## config.mk

```make
export PLATFORM = sky130hd
export DESIGN_NAME = fifo_rd_ctrl_flat
export DESIGN_NICKNAME = d
export VERILOG_FILES = /design/src/rtl/eth_fifo_pkg.sv /design/src/rtl/fifo_rd_ctrl_if.sv /design/src/rtl/axis_skid_buf.sv /design/src/rtl/fifo_rd_ctrl.sv /design/src/flat_wrapper.sv
export SDC_FILE = /design/constraint.sdc
export NUM_CORES = 1
export LEC_CHECK = 0
export ABC_CLOCK_PERIOD_IN_PS = 6900
export BUFFER_PORTS_ARGS = -buffer_cell sky130_fd_sc_hd__clkbuf_2
export CORE_ASPECT_RATIO = 1.1
export CORE_MARGIN = 2
export CORE_UTILIZATION = 32
export CTS_BUF_LIST = sky130_fd_sc_hd__clkbuf_4 sky130_fd_sc_hd__clkbuf_8
export DETAILED_ROUTE_END_ITERATION = 6
export GPL_ROUTABILITY_DRIVEN = 0
export RECOVER_POWER = 25
export SYNTH_ARGS = -nofsm -noshare
export SYNTH_HDL_FRONTEND = slang
export SYNTH_SLANG_ARGS = --single-unit
export TNS_END_PERCENT = 1
```

## constraint.sdc

```tcl
create_clock -name clk -period 6.9 [get_ports clk]
set_input_delay 0.69 -clock clk [delete_from_list [all_inputs] [get_ports clk]]
set_output_delay 0.69 -clock clk [all_outputs]
set_load 0.1 [all_outputs]
```

## src/rtl/eth_fifo_pkg.sv

```systemverilog
// Shared types and constants for the Ethernet FIFO read path.
package eth_fifo_pkg;

    localparam int unsigned FRAME_CNT_W = 16;
    localparam int unsigned BUF_DEPTH   = 2;

    typedef enum logic {
        IDLE   = 1'b0,
        ACTIVE = 1'b1
    } rd_state_e;

endpackage

```

## src/rtl/fifo_rd_ctrl_if.sv

```systemverilog
// FIFO read-side and AXI-Stream master signals of fifo_rd_ctrl.
interface fifo_rd_ctrl_if #(
    parameter int unsigned DATA_WIDTH = 8
) ();

    logic                  fifo_empty;
    logic                  fifo_rd;
    logic [DATA_WIDTH:0]   fifo_rd_data;
    logic [DATA_WIDTH-1:0] m_axis_tdata;
    logic                  m_axis_tvalid;
    logic                  m_axis_tlast;
    logic                  m_axis_tready;

    modport master (
        input  fifo_empty,
        input  fifo_rd_data,
        input  m_axis_tready,
        output fifo_rd,
        output m_axis_tdata,
        output m_axis_tvalid,
        output m_axis_tlast
    );

    modport slave (
        output fifo_empty,
        output fifo_rd_data,
        output m_axis_tready,
        input  fifo_rd,
        input  m_axis_tdata,
        input  m_axis_tvalid,
        input  m_axis_tlast
    );

endinterface

```

## src/rtl/axis_skid_buf.sv

```systemverilog
// Two-entry in-order output buffer; head entry drives the stream.
// rd_en is only asserted while valid, and wr_en never arrives when full without rd_en.
module axis_skid_buf #(
    parameter int unsigned WIDTH = 9
) (
    input  logic             clk,
    input  logic             reset_n,
    input  logic             wr_en,
    input  logic [WIDTH-1:0] wr_data,
    input  logic             rd_en,
    output logic [WIDTH-1:0] head,
    output logic             valid,
    output logic [1:0]       occ
);

    logic [WIDTH-1:0] ent0_q;
    logic [WIDTH-1:0] ent1_q;
    logic [1:0]       occ_q;

    // ent0 is always the head; ent1 only holds data when two words are buffered
    always_ff @(posedge clk or negedge reset_n) begin
        if (!reset_n) begin
            ent0_q <= '0;
            ent1_q <= '0;
            occ_q  <= 2'd0;
        end else begin
            case ({wr_en, rd_en})
                2'b10: begin
                    if (occ_q == 2'd0) begin
                        ent0_q <= wr_data;
                    end else begin
                        ent1_q <= wr_data;
                    end
                    occ_q <= occ_q + 2'd1;
                end
                2'b01: begin
                    ent0_q <= ent1_q;
                    occ_q  <= occ_q - 2'd1;
                end
                2'b11: begin
                    if (occ_q == 2'd1) begin
                        ent0_q <= wr_data;
                    end else begin
                        ent0_q <= ent1_q;
                        ent1_q <= wr_data;
                    end
                end
                default: begin
                end
            endcase
        end
    end

    assign head  = ent0_q;
    assign valid = (occ_q != 2'd0);
    assign occ   = occ_q;

endmodule

```

## src/rtl/fifo_rd_ctrl.sv

```systemverilog
// Pulls frames from a registered-empty FIFO and presents them as an AXI-Stream master.
// Build option FRAME_CNT_EN adds a 16-bit wrapping count of completed frames.
module fifo_rd_ctrl
    import eth_fifo_pkg::*;
#(
    parameter int unsigned DATA_WIDTH = 8
) (
    input  logic           clk,
    input  logic           reset_n,
    fifo_rd_ctrl_if.master bus,
    input  logic           enable,
    output logic           busy
`ifdef FRAME_CNT_EN
    ,
    output logic [FRAME_CNT_W-1:0] frame_cnt
`endif
);

    localparam int unsigned WORD_W = DATA_WIDTH + 1;

    rd_state_e         state_q;
    rd_state_e         state_d;
    logic              pend_q;
    logic [1:0]        occ;
    logic [WORD_W-1:0] head;
    logic              pop_c;
    logic              rd_c;
    logic              eof_ret_c;
    logic              room_c;
    logic              busy_d;
    logic [2:0]        after_pop_c;

    assign pop_c     = bus.m_axis_tvalid & bus.m_axis_tready;
    assign eof_ret_c = pend_q & bus.fifo_rd_data[DATA_WIDTH];

    // Words owned after this cycle: buffered + in flight - leaving; must stay below 2 to read
    assign after_pop_c = 3'(occ) + 3'(pend_q) - 3'(pop_c);
    assign room_c      = (after_pop_c < 3'(BUF_DEPTH));

    // Read issue and frame FSM; busy_d is what busy must show next cycle
    always_comb begin
        state_d = state_q;
        rd_c    = 1'b0;
        busy_d  = 1'b0;

        rd_c = reset_n & ~bus.fifo_empty & ((state_q == ACTIVE) | enable) & room_c;

        case (state_q)
            IDLE: begin
                if (rd_c) begin
                    state_d = ACTIVE;
                end
            end
            ACTIVE: begin
                // a read overlapping the EOF return opens the next frame
                if (eof_ret_c && !rd_c) begin
                    state_d = IDLE;
                end
            end
            default: begin
                state_d = IDLE;
            end
        endcase

        busy_d = (state_d == ACTIVE) | rd_c | (after_pop_c != 3'd0);
    end

    always_ff @(posedge clk or negedge reset_n) begin
        if (!reset_n) begin
            state_q <= IDLE;
            pend_q  <= 1'b0;
            busy    <= 1'b0;
        end else begin
            state_q <= state_d;
            pend_q  <= rd_c;
            busy    <= busy_d;
        end
    end

    assign bus.fifo_rd = rd_c;

    axis_skid_buf #(
        .WIDTH(WORD_W)
    ) u_buf (
        .clk    (clk),
        .reset_n(reset_n),
        .wr_en  (pend_q),
        .wr_data(bus.fifo_rd_data),
        .rd_en  (pop_c),
        .head   (head),
        .valid  (bus.m_axis_tvalid),
        .occ    (occ)
    );

    assign bus.m_axis_tdata = head[DATA_WIDTH-1:0];
    assign bus.m_axis_tlast = head[DATA_WIDTH];

`ifdef FRAME_CNT_EN
    // Counts accepted end-of-frame beats, wrapping naturally
    always_ff @(posedge clk or negedge reset_n) begin
        if (!reset_n) begin
            frame_cnt <= '0;
        end else if (pop_c && bus.m_axis_tlast) begin
            frame_cnt <= frame_cnt + FRAME_CNT_W'(1);
        end
    end
`endif

    a_no_underflow: assert property (@(posedge clk) disable iff (!reset_n)
        bus.fifo_rd |-> !bus.fifo_empty);

    a_owned_bound: assert property (@(posedge clk) disable iff (!reset_n)
        (3'(occ) + 3'(pend_q)) <= 3'(BUF_DEPTH));

endmodule

```

## src/flat_wrapper.sv

```systemverilog
// flat-port wrapper written by rule: the top's interface ports become plain ports
module fifo_rd_ctrl_flat import eth_fifo_pkg::*;
#(
    parameter int unsigned DATA_WIDTH = 8
)
  (clk, reset_n, enable, busy, bus_fifo_empty, bus_fifo_rd_data, bus_m_axis_tready, bus_fifo_rd, bus_m_axis_tdata, bus_m_axis_tvalid, bus_m_axis_tlast);
  fifo_rd_ctrl_if #(.DATA_WIDTH(DATA_WIDTH)) bus_i ();
  input  logic clk;
  input  logic reset_n;
  input  logic enable;
  output logic busy;
  input wire logic [$bits(bus_i.fifo_empty)-1:0] bus_fifo_empty;
  input wire logic [$bits(bus_i.fifo_rd_data)-1:0] bus_fifo_rd_data;
  input wire logic [$bits(bus_i.m_axis_tready)-1:0] bus_m_axis_tready;
  output wire logic [$bits(bus_i.fifo_rd)-1:0] bus_fifo_rd;
  output wire logic [$bits(bus_i.m_axis_tdata)-1:0] bus_m_axis_tdata;
  output wire logic [$bits(bus_i.m_axis_tvalid)-1:0] bus_m_axis_tvalid;
  output wire logic [$bits(bus_i.m_axis_tlast)-1:0] bus_m_axis_tlast;
  assign bus_i.fifo_empty = bus_fifo_empty;
  assign bus_i.fifo_rd_data = bus_fifo_rd_data;
  assign bus_i.m_axis_tready = bus_m_axis_tready;
  assign bus_fifo_rd = bus_i.fifo_rd;
  assign bus_m_axis_tdata = bus_i.m_axis_tdata;
  assign bus_m_axis_tvalid = bus_i.m_axis_tvalid;
  assign bus_m_axis_tlast = bus_i.m_axis_tlast;
  fifo_rd_ctrl #(.DATA_WIDTH(DATA_WIDTH)) u_core (.clk(clk), .reset_n(reset_n), .bus(bus_i), .enable(enable), .busy(busy));
endmodule
```

### Word-level counts from Yosys, hierarchy flattened

Cells that the tools add are included.
Widths: inputs -> output; s select.

* bits in registers: 23
* logic and storage cells: 48
* output and inout port bits: 12

* eq/ne operators: 7
* multiplexer cells: 10
* magnitude comparators: 1
* reductions and logical operators: 10
* $add $sub $neg: 4
* bitwise gates (word level): 10

Operators with widths (count)
* $mux 9: 4
* $pmux 9 s3: 1
* $pmux 9 s2: 1
* $ne 2x2->1 const B: 3
* $reduce_bool 2->1: 3
* $reduce_bool 3->1: 2
* $and 1x1->1: 5
* $eq 2x1->1 const B: 2
* $eq 2x2->1 const B: 2
* $pmux 2 s2: 1
* $add 2x1->3: 1
* $lt 3x2->1 const B: 1
* $or 1x1->1: 3
* $reduce_and 3->1: 1
* $sub 3x1->3: 1
* $add 2x1->2 const B: 1
* $logic_not 2->1: 1
* $mux 1: 2
* $not 1->1: 2
* $pmux 1 s2: 1
* $reduce_and 2->1: 1
* $sub 2x1->2 const B: 1
* $logic_and 1x1->1: 1
* $logic_not 1->1: 1

### Longest topological paths before layout

Gate-level depths: netlist of run 1.

* depth in word-level cells: 11
* mapped depth: 11
* mapped depth without buffers: 11

### Modules after synthesis

Synthesis of run 1 repeated with hierarchy kept, for this count alone.

* cell total of the unflattened synthesis: 111
* area, all modules: 1236.2 µm²

Modules (own cells, without submodules)
* axis_skid_buf: area each 1047.3 µm², instances 1, seq. area each 500.5 µm², cells each 92
* fifo_rd_ctrl: area each 188.9 µm², instances 1, seq. area each 75.1 µm², cells each 19

### Worst setup path before layout of run 1

Ideal clock, no wire load.

* kind: register -> output
* start point: register u_core.u_buf.occ_q[1] (netlist: u_core.u_buf.occ[1])
* end point: output bus_fifo_rd
* stages on the path, launching flop included: 12
* arrival: 3.349 ns
* required time: 6.210 ns
* slack: 2.861 ns
* path through: dfrtp_1 > inv_1 > ha_1 > and2b_1 > ha_1 > inv_1 > ha_1 > inv_1 > fa_1 > xnor2_1 > nand2_1 > nor2_1

* longest elaborated chain between the ends: 5
* elaborated cells on any way between the ends: 6
* those cells by class: add/sub: 2; order compare: 1; bitwise: 2; reduce/logical: 1

Ends and longest elaborated chain
* start: declaration: RTL line axis_skid_buf.sv:18 `logic [1:0] occ_q;`
* start signal: assignment: RTL line axis_skid_buf.sv:34 `occ_q <= occ_q + 2'd1;`
* start signal: assignment: RTL line axis_skid_buf.sv:38 `occ_q <= occ_q - 2'd1;`
* parallel branches: the longest is 2 deep, another holds $add 2x1->3
* $sub 3x1->3 (*): RTL line fifo_rd_ctrl.sv:37 `assign after_pop_c = 3'(occ) + 3'(pend_q) - 3'(pop_c);`
* $lt 3x2->1 (*): RTL line fifo_rd_ctrl.sv:38 `assign room_c = (after_pop_c < 3'(BUF_DEPTH));`
* $and 1x1->1 (*): RTL line fifo_rd_ctrl.sv:46 `rd_c = reset_n & ~bus.fifo_empty & ((state_q == ACTIVE) | enable) & room_c;`
* end: declaration: RTL line flat_wrapper.sv:15 `output wire logic [$bits(bus_i.fifo_rd)-1:0] bus_fifo_rd;`

Mark *: on every way between the ends.

### Final worst setup path of run 1

Same ends and word-level chain as after synthesis.

==> results of run 1 <==
==> stage by stage <==
step / hold WS [ns] / setup WS, ns / cell area, um2 / utilization
final: 0.514 / 3.09 / 1380 / 0.384
after global routing: 0.536 / 2.88 / 1380 / 0.384
after CTS: 0.432 / 3.05 / 1380 / 0.384
after detailed placement: 0.494 / 3.35 / 1340 / 0.371
after global placement: 0.485 / 3.47 / 1340 / 0.371
after floorplan: 0.394 / 2.86 / 1180 / -
==> registers in the layout, indices dropped and copies added (netlist names) <==
name                 cells
u_core.pend_q            1
u_core.u_buf.occ         2
u_core.busy              1
u_core.u_buf.ent1_q      9
u_core.u_buf.head        9
u_core.state_q           1
==> routing by layer <==
layer	GRT usage	share of wire
met5	0	0
met4	0.00798	0
met3	0.0345	0.042
met2	0.229	0.49
met1	0.170	0.47
==> cell type report <==
type	count	area share
clock inverters	1	0.00363
multi-input cells	71	0.393
clock buffers	3	0.0299
flip-flops and latches	23	0.417
inverters	8	0.0218
well taps	50	0.0453
repair buffers	25	0.0898
==> worst paths after layout <==
kind	from	end	slack, ns	cells after the start
worst max-delay path	u_core.u_buf.occ[1]$_DFFE_PN0N_	bus_fifo_rd	3.09	12
worst min-delay path	u_core.u_buf.ent1_q[0]$_DFFE_PN0P_	u_core.u_buf.ent1_q[0]$_DFFE_PN0P_	0.51	1
worst max register to register	u_core.u_buf.occ[1]$_DFFE_PN0N_	u_core.busy$_DFF_PN0_	4.33	11
worst min register to register	u_core.u_buf.ent1_q[0]$_DFFE_PN0P_	u_core.u_buf.ent1_q[0]$_DFFE_PN0P_	0.51	1
max in group asynchronous	reset_n	u_core.u_buf.occ[0]$_DFFE_PN0N_	5.51	1
min in group asynchronous	reset_n	u_core.u_buf.head[6]$_DFFE_PN0P_	0.66	1
==> worst reg2reg max path, delay by kind of cell (launching register included) <==
family                     cells  cell delay, ns
xor gates and xnor gates       1            0.16
adders and majority gates      4            1.09
buffers and inverters          3            0.23
DFF                            1            0.44
and+or+nand+nor                3            0.52
==> cells in the final DEF, fill, tap and decap left out, types with 3 or more instances in the layout <==
master | synthesis | layout
nand3_1 | 9 | 9
o21ai_0 | 11 | 11
clkbuf_2 | 0 | 24
inv_1 | 8 | 8
xnor2_1 | 3 | 3
a31oi_1 | 9 | 9
ha_1 | 6 | 6
nor2_1 | 10 | 10
nand2_1 | 4 | 4
clkbuf_8 | 0 | 3
mux2_4 | 10 | 10
dfrtp_1 | 23 | 23
==> kinds of logic (layout without fill, tap and decap cells) <==
kind of cell             Yosys count  after routing  share of synthesized area
adder cells (fa/ha/maj)            7              7                     0.0805
buffers and inverters             13             37                     0.0540
AO/OA/AOI/OAI                     23             23                      0.113
AND/OR/NAND/NOR                   28             28                      0.115
multiplexers                      10             10                      0.127
flip-flops                        23             23                      0.487
XOR/XNOR                           3              3                     0.0222
==> results.md, run 1 <==
* CORE AREA at 0.00360 mm2
* Crit Path Category: reg2out
* Most instantiated library cell after synthesis: dfrtp_1
* Finish-stage setup viols at 0
* Clock buffer count from CTS at 3
* Number of global-route vias before repair at 895
* Clk Tree Root Cell: clkbuf_8
* Hold Fails Final Rpt at 0
* Post_cts resized at 0
* Starting Density at 0.328
* Layout cells sized above 1 at 0.290
* First-pass GRT wire length at 4120 um
* Clock Path Buffers at 2
* Top cell type's share of synthesized area at 0.487
* CP required at 6.21 ns
* Syn_area_per_cell at 11.0 um2
* Gr ovfl total at 0
* Synth area leaders: dfrtp_1 49%, mux2_4 13%, ha_1 6.4%
* Initial antenna violation count at 0
* Vias/cell at 4.71
* Area leader, netlist: dfrtp_1
* Vias at 852
* Cells after synthesis at 107
* Chip height at 67.7 um
* Register area at 576 um2
* Type of origin of the critical path: flop
* Maximum clock rate at 263 MHz
* WL final at 2360 um
* Yosys cell types at 22
* GRT Util Overall at 0.132
* Fin Clk Skew at 0.00384 ns
* DRC viols at 0
* Critical-path cell with the highest stage delay: clkbuf_2
* Count of boundary I/O pins at 26
* Crit-path max cell delay at 0.48 ns
* Slew headroom at 0.181
* Clock sink count at 23
* Seq cells post-synth at 23
* Slew @ Worst Pin at 1.23 ns
* Min Tclk post-route at 3.81 ns
* Die Wd at 61.9 um
* Largest net degree at the start of global routing at 25
* FP Rows at 23
* 1st-iter DRT viols at 35
* # Post-CTS Setup Buffers at 0
* DR WL/cell at 13.1 um
* RSZ-0062 raised after global routing: no
* Post-Syn Area at 0.00118 mm2
* Post-synth EDFFs at 0
* Delay-heaviest family, CP: adder cells
* # hold bufs at CTS at 0
* Area growth syn-to-layout at 16.8%
* Final Slew Violations at 0
* Ant. Diodes at 0
* Clock Latency Late Sink at 0.26 ns
* Die Area at 0.00419 mm2
* Sequential area share after synthesis at 0.487
* CP Max Fanout at 4
* Final HPWL from detailed placement at 1720 um
* WP data arrival at 3.12 ns
* Max-cap viol count at 0
* CTS tree: built
* Fin nets at 153
* ANT nets after route at 0
* CP endpoint kind: output port
* HP Class: reg2reg
* Synth async-reset ratio at 1.00
* Worst-path cell chain: inv_1 -> ha_1 -> and2b_1 -> ha_1 -> inv_1 -> ha_1 -> inv_1 -> fa_1 -> xnor2_1 -> nand2_1 -> nor2_1 -> clkbuf_2
* Final setup TNS at 0 ns
* Clock-pin slew on the worst setup and hold paths at 0.08 ns
* Area of the multi-input gates at 542 um2
* Final instance count without filler cells at 181
* Syn_nets at 128
* Status: finished, final reports clean
* WP buf/inv at 4
* Drt first pass iters at 4
* Final period util at 0.552
* FILL cells at 359
* H-Tree Depth at 1
* Dpl cells at 177
* Top FF cell, synth: dfrtp_1
* Synth top cells by count: 23 x dfrtp_1, 11 x o21ai_0, 10 x mux2_4, 10 x nor2_1
* Synth warnings at 0
* Port Buffers at 25
Power of run 1 is not shown: default switching activity piles up to over one toggle a cycle in this logic, so the estimate is an artifact.
==> inputs of run 2 (changes only) <==
--- a/config.mk
+++ b/config.mk
@@ -5,7 +5,7 @@
 export SDC_FILE = /design/constraint.sdc
 export NUM_CORES = 1
 export LEC_CHECK = 0
-export ABC_CLOCK_PERIOD_IN_PS = 6900
+export ABC_CLOCK_PERIOD_IN_PS = 3560
 export BUFFER_PORTS_ARGS = -buffer_cell sky130_fd_sc_hd__clkbuf_2
 export CORE_ASPECT_RATIO = 1.1
 export CORE_MARGIN = 2
==> constraint.sdc (replaced) <==
create_clock -name clk -period 3.56 [get_ports clk]
set_input_delay 0.356 -clock clk [delete_from_list [all_inputs] [get_ports clk]]
set_output_delay 0.356 -clock clk [all_outputs]
set_load 0.1 [all_outputs]
==> run 2 against run 1 <==
- sequential share of layout area shrank 0.30 points
- clock-buffer cell count is the same
- final cell count grew 0.55%
- routed wire length grew 0.63%
- clock skew is 0.0016 ns higher
- via count is 1.4% higher
- worst setup slack worse by 2.9 ns
- sequential cell count did not move
- critical endpoint unchanged
- first-iteration DRC count rose by 2.9%
==> results.md, run 2 (synthesis results as in run 1) <==
* Status: finished, final reports clean
* Placed cell areas at 0.00135 mm2
* ANT nets after route at 0
* CORE AREA at 0.00360 mm2
* WP buf/inv at 4
* WL final at 2380 um
* Critical Path Source: u_core.u_buf.occ[1]$_DFFE_PN0N_
* DR WL/cell at 13.1 um
* Largest net degree at the start of global routing at 25
* Worst slack at placement at 0.350 ns
* Clock Path Buffers at 2
* Die Area at 0.00419 mm2
* Layout cells sized above 1 at 0.303
* Commonest cells after routing, fill and taps aside: 24 x clkbuf_2, 23 x dfrtp_1, 11 x o21ai_0, 10 x mux2_4
* Min Tclk post-route at 3.33 ns
* Max-cap viol count at 0
* Vias at 864
* Starting Density at 0.328
* # hold bufs at CTS at 0
* RR Startpoint: u_core.u_buf.occ[1]$_DFFE_PN0N_
* Final setup margin at 0.232 ns
* Fin Clk Skew at 0.00546 ns
* Port Buffers at 25
* Final setup TNS at 0 ns
* Number of global-route vias before repair at 862
* WP data arrival at 2.97 ns
* GRT Util Overall at 0.129
* Critical-path cell with the highest stage delay: dfrtp_1
* Crit-path max cell delay at 0.44 ns
* Reg2reg setup slack at 0.96 ns
* Critical R2R Capture: u_core.busy$_DFF_PN0_
* Crit Path Category: reg2out
* First-pass GRT wire length at 3980 um
* Clock Latency Late Sink at 0.27 ns
* Slew headroom at 0.167
* Area growth syn-to-layout at 17.7%
* CP endpoint kind: output port
* CTS tree: built
* Chip height at 67.7 um
* RSZ-0062 raised after global routing: no
* Gr ovfl total at 0
* Maximum clock rate at 300 MHz
* Type of origin of the critical path: flop
* Delay-heaviest family, CP: adder cells
* CP required at 3.20 ns
* 1st-iter DRT viols at 36
* DRC viols at 0
* Clock-pin slew on the worst setup and hold paths at 0.08 ns
* Finish-stage setup viols at 0
* Die Wd at 61.9 um
* Clk Tree Root Cell: clkbuf_8
* Slew @ Worst Pin at 1.25 ns
* Final HPWL from detailed placement at 1660 um
* R2R cell count at 11
* Hold path depth at 2
* Fin nets at 154
* Clock sink count at 23
* FILL cells at 371
* Worst-path cell chain: inv_1 -> ha_1 -> and2b_1 -> ha_1 -> inv_1 -> ha_1 -> inv_1 -> fa_1 -> xnor2_1 -> nand2_1 -> nor2_2 -> buf_4
* Hold Fails Final Rpt at 0
* Vias/cell at 4.75
* # Post-CTS Setup Buffers at 0
* Final Instance Area at 0.00139 mm2
* HP Class: in2reg
* Most common cell after layout, fill and taps aside: clkbuf_2
* Ant. Diodes at 0
* Drt first pass iters at 4
* Count of boundary I/O pins at 26
* Clock buffer count from CTS at 3
* Min-Delay Endpoint: u_core.u_buf.ent1_q[3]$_DFFE_PN0P_
* Hold Slack at 0.336 ns
* FP Rows at 23
* Initial antenna violation count at 0
* Final period util at 0.935
* Final Slew Violations at 0
* CP Max Fanout at 4
* Hold Crit Start: bus_fifo_rd_data[3]
* H-Tree Depth at 1
[run 2: per-layer routing]
metal	wire length (um)	share of wire	up-vias	track usage
li1	-	-	418	-
met1	1120	0.47	415	0.177
met2	1100	0.46	27	0.205
met3	139	0.058	4	0.0345
met4	20	0.0084	0	0.0239
met5	0	0	-	0
[run 2: stage by stage]
stage,util,std cells
finish,0.386,182
global route,0.386,182
CTS,0.387,182
detailed placement,0.374,178
global placement,0.374,178
floorplan,-,107
[run 2: worst register-to-register path: cells and delay by family, from the launching register on]
| family | cells | cell delay (ns) |
|---|---|---|
| and+or+nand+nor | 3 | 0.54 |
| DFF | 1 | 0.44 |
| adders and majority gates | 4 | 1.08 |
| buffers and inverters | 3 | 0.24 |
| xor gates and xnor gates | 1 | 0.16 |
[run 2: area by class of cell]
class / instances / area, um2 / share of cell area
Sequential cell: 23 / 576 / 0.414
Multi-Input combinational cell: 71 / 544 / 0.392
Timing Repair Buffer: 26 / 131 / 0.0945
Tap cell: 50 / 62.6 / 0.0450
Clock buffer: 3 / 41.3 / 0.0297
Inverter: 8 / 30.0 / 0.0216
Clock inverter: 1 / 5.00 / 0.00360
[run 2: timing repair]
action	in CTS	in global routing
gates resized for setup	0	3
setup endpoints to repair	0	1
endpoints found under the hold margin	0	0
[run 2: worst max-delay path by stage]
stage                             end  slack (ns)  cells after the start
after floorplan           bus_fifo_rd        0.31                     11
after global placement    bus_fifo_rd        0.51                     12
after detailed placement  bus_fifo_rd        0.35                     12
after CTS                 bus_fifo_rd        0.04                     12
after global routing      bus_fifo_rd        0.02                     12
final                     bus_fifo_rd        0.23                     12
Power of run 2 is left out for the same reason.
==> inputs of run 3 (changes only) <==
--- a/config.mk
+++ b/config.mk
@@ -7,6 +7,7 @@
 export LEC_CHECK = 0
 export ABC_CLOCK_PERIOD_IN_PS = 3560
 export BUFFER_PORTS_ARGS = -buffer_cell sky130_fd_sc_hd__clkbuf_2
+export CAP_MARGIN = 20
 export CORE_ASPECT_RATIO = 1.1
 export CORE_MARGIN = 2
 export CORE_UTILIZATION = 32
@@ -16,5 +17,6 @@
 export RECOVER_POWER = 25
 export SYNTH_ARGS = -nofsm -noshare
 export SYNTH_HDL_FRONTEND = slang
+export SYNTH_HIERARCHICAL = 1
 export SYNTH_SLANG_ARGS = --single-unit
 export TNS_END_PERCENT = 1
==> run 3 against run 2 <==
- die area grew 4.4%
- final cell count grew 3.3%
- clock skew shrank 0.0021 ns
- maximum frequency grew 1.2%
- critical endpoint unchanged
==> results.md, run 3 <==
* First-pass GRT wire length at 4350 um
* Initial antenna violation count at 0
* Most common cell after layout, fill and taps aside: clkbuf_2
* Synth area leaders: dfrtp_1 47%, mux2_1 10%, ha_1 9.1%
* Placed cell areas at 0.00142 mm2
* Largest family of logic cells by synthesized area: compound AO/OA/AOI/OAI gates
* CP required at 3.20 ns
* Post-Syn Area at 0.00124 mm2
* Synth Area in Simple Gates at 0.0901
* CP Max Fanout at 4
* Synth top cells by count: 23 x dfrtp_1, 11 x mux2_1, 10 x inv_1
* RSZ-0062 raised after global routing: no
* Clock Latency Late Sink at 0.26 ns
* Syn_area_per_cell at 11.1 um2
* Count of boundary I/O pins at 26
* Slew @ Worst Pin at 1.26 ns
* DR WL/cell at 13.0 um
* Gr ovfl total at 0
* Finish-stage setup viols at 0
* Crit Path Category: reg2out
* Final period util at 0.924
* Clk Tree Root Cell: clkbuf_8
* Number of global-route vias before repair at 973
* ANT nets after route at 0
* Final Slew Violations at 0
* Vias/cell at 4.81
* Cells after synthesis at 111
* H-Tree Depth at 1
* Commonest cells after routing, fill and taps aside: 24 x clkbuf_2, 23 x dfrtp_1, 11 x mux2_1, 10 x inv_1, 9 x ha_1
* Status: finished, final reports clean
* Most instantiated library cell after synthesis: dfrtp_1
* Area share of fa/ha/maj cells after synthesis at 0.107
* Seq cells post-synth at 23
* Slew headroom at 0.158
* Chip height at 69.2 um
* Final Instance Area at 0.00146 mm2
* Die Area at 0.00438 mm2
* Hold Fails Final Rpt at 0
* Sequential area share after synthesis at 0.466
* CP endpoint kind: output port
* Fin nets at 163
* Layout cells sized above 1 at 0.239
* FP Rows at 23
* Synth async-reset ratio at 1.00
* Area growth syn-to-layout at 18.1%
* Complex-gate fraction of the synthesized area at 0.142
* XOR/XNOR Fraction of Synth Area at 0.0213
* Yosys cell types at 27
* Type of origin of the critical path: flop
* Min Tclk post-route at 3.29 ns
* Drt first pass iters at 4
* Synth warnings at 6
* Maximum clock rate at 304 MHz
* Starting Density at 0.336
* Post-synth EDFFs at 0
* Largest net degree at the start of global routing at 25
* Fin Clk Skew at 0.00338 ns
* Area leader, netlist: dfrtp_1
* Clock buffer count from CTS at 3
* Vias at 905
* Max-cap viol count at 0
* Die Wd at 63.3 um
* Final setup TNS at 0 ns
* Clock sink count at 23
* CORE AREA at 0.00368 mm2
* Port Buffers at 25
* GRT Util Overall at 0.121
* Ant. Diodes at 0
* DRC viols at 0
* Clock-pin slew on the worst setup and hold paths at 0.08 ns
* WL final at 2440 um
* CTS tree: built
* Clock Path Buffers at 2
* Syn_nets at 135
* WP data arrival at 2.93 ns
* Top cell type's share of synthesized area at 0.466
* Final HPWL from detailed placement at 1870 um
* FILL cells at 393
* 1st-iter DRT viols at 50
* HP Class: in2reg
* Mux cell area share after synthesis at 0.124
* Top FF cell, synth: dfrtp_1
[run 3: cell count changes in the layout (fill, tap and decap cells not counted), moves of 3 or more]
cell     delta
mux2_1     +11
a21oi_1     +8
ha_1        +3
mux2_4      -8
o21ai_0     -3
nor2_1      -8
[run 3: worst max-delay path: stages (launching register included)]
cell	delay [ns]
dfrtp_1	0.44
inv_1	0.13
ha_1	0.19
inv_1	0.08
and2_1	0.20
ha_1	0.28
inv_1	0.06
ha_1	0.13
inv_1	0.05
fa_1	0.37
xnor2_1	0.16
nand2_1	0.12
nor2_4	0.13
clkbuf_4	0.34
[run 3: kinds of logic (layout without fill, tap and decap cells)]
kind of cell             count (synthesis)  after routing
AND/OR/NAND/NOR                         20             20
buffers and inverters                   13             40
AO/OA/AOI/OAI                           29             29
flip-flops                              23             23
adder cells (fa/ha/maj)                 10             10
multiplexers                            13             13
XOR/XNOR                                 3              3
[run 3: metrics by stage]
stage          hold slack (ns)  instances   util  setup slack [ns]
2_1_floorplan           0.0604        111      -           0.00660
3_3_place_gp             0.352        184  0.384             0.521
3_5_place_dp             0.356        184  0.384             0.429
4_1_cts                 0.0740        188  0.397             0.139
5_1_grt                  0.332        188  0.396            0.0703
6_report                 0.338        188  0.396             0.270
[run 3: routing by layer]
metal / GRT usage / wire, um / vias up
met5: 0 / 0 / -
met4: 0.0242 / 10 / 0
li1: - / - / 447
met3: 0.0276 / 139 / 2
met1: 0.154 / 1120 / 424
met2: 0.209 / 1170 / 32
[run 3: final cells by class]
class                      count  area, um2  area share
timing repair buffer          26        131      0.0900
sequential                    23        576       0.394
multi-input combinational     75        607       0.416
clock inverter                 1       5.00     0.00343
inverter                      10       37.5      0.0257
clock buffer                   3       41.3      0.0283
tap                           50       62.6      0.0428
[run 3: final timing paths]
path,startpoint,to,slack [ns],depth (start not counted)
max reg2reg,u_core/u_buf/occ[1]$_DFFE_PN0P_,u_core/busy$_DFF_PN0_,0.99,12
min,bus_fifo_rd_data[7],u_core/u_buf/ent1_q[7]$_DFFE_PN0P_,0.34,2
max,u_core/u_buf/occ[1]$_DFFE_PN0P_,bus_fifo_rd,0.27,13
max in group asynchronous,reset_n,u_core/busy$_DFF_PN0_,2.38,2
min reg2reg,u_core/u_buf/ent1_q[1]$_DFFE_PN0P_,u_core/u_buf/ent1_q[1]$_DFFE_PN0P_,0.49,1
min in group asynchronous,reset_n,u_core/u_buf/ent1_q[5]$_DFFE_PN0P_,0.44,2
[run 3: timing repair]
item,in CTS,in global routing
resized for setup,0,2
hold buffers,0,0
setup buffers,0,0
endpoints found under the setup margin,0,1
Power of run 3 is left out for the same reason.
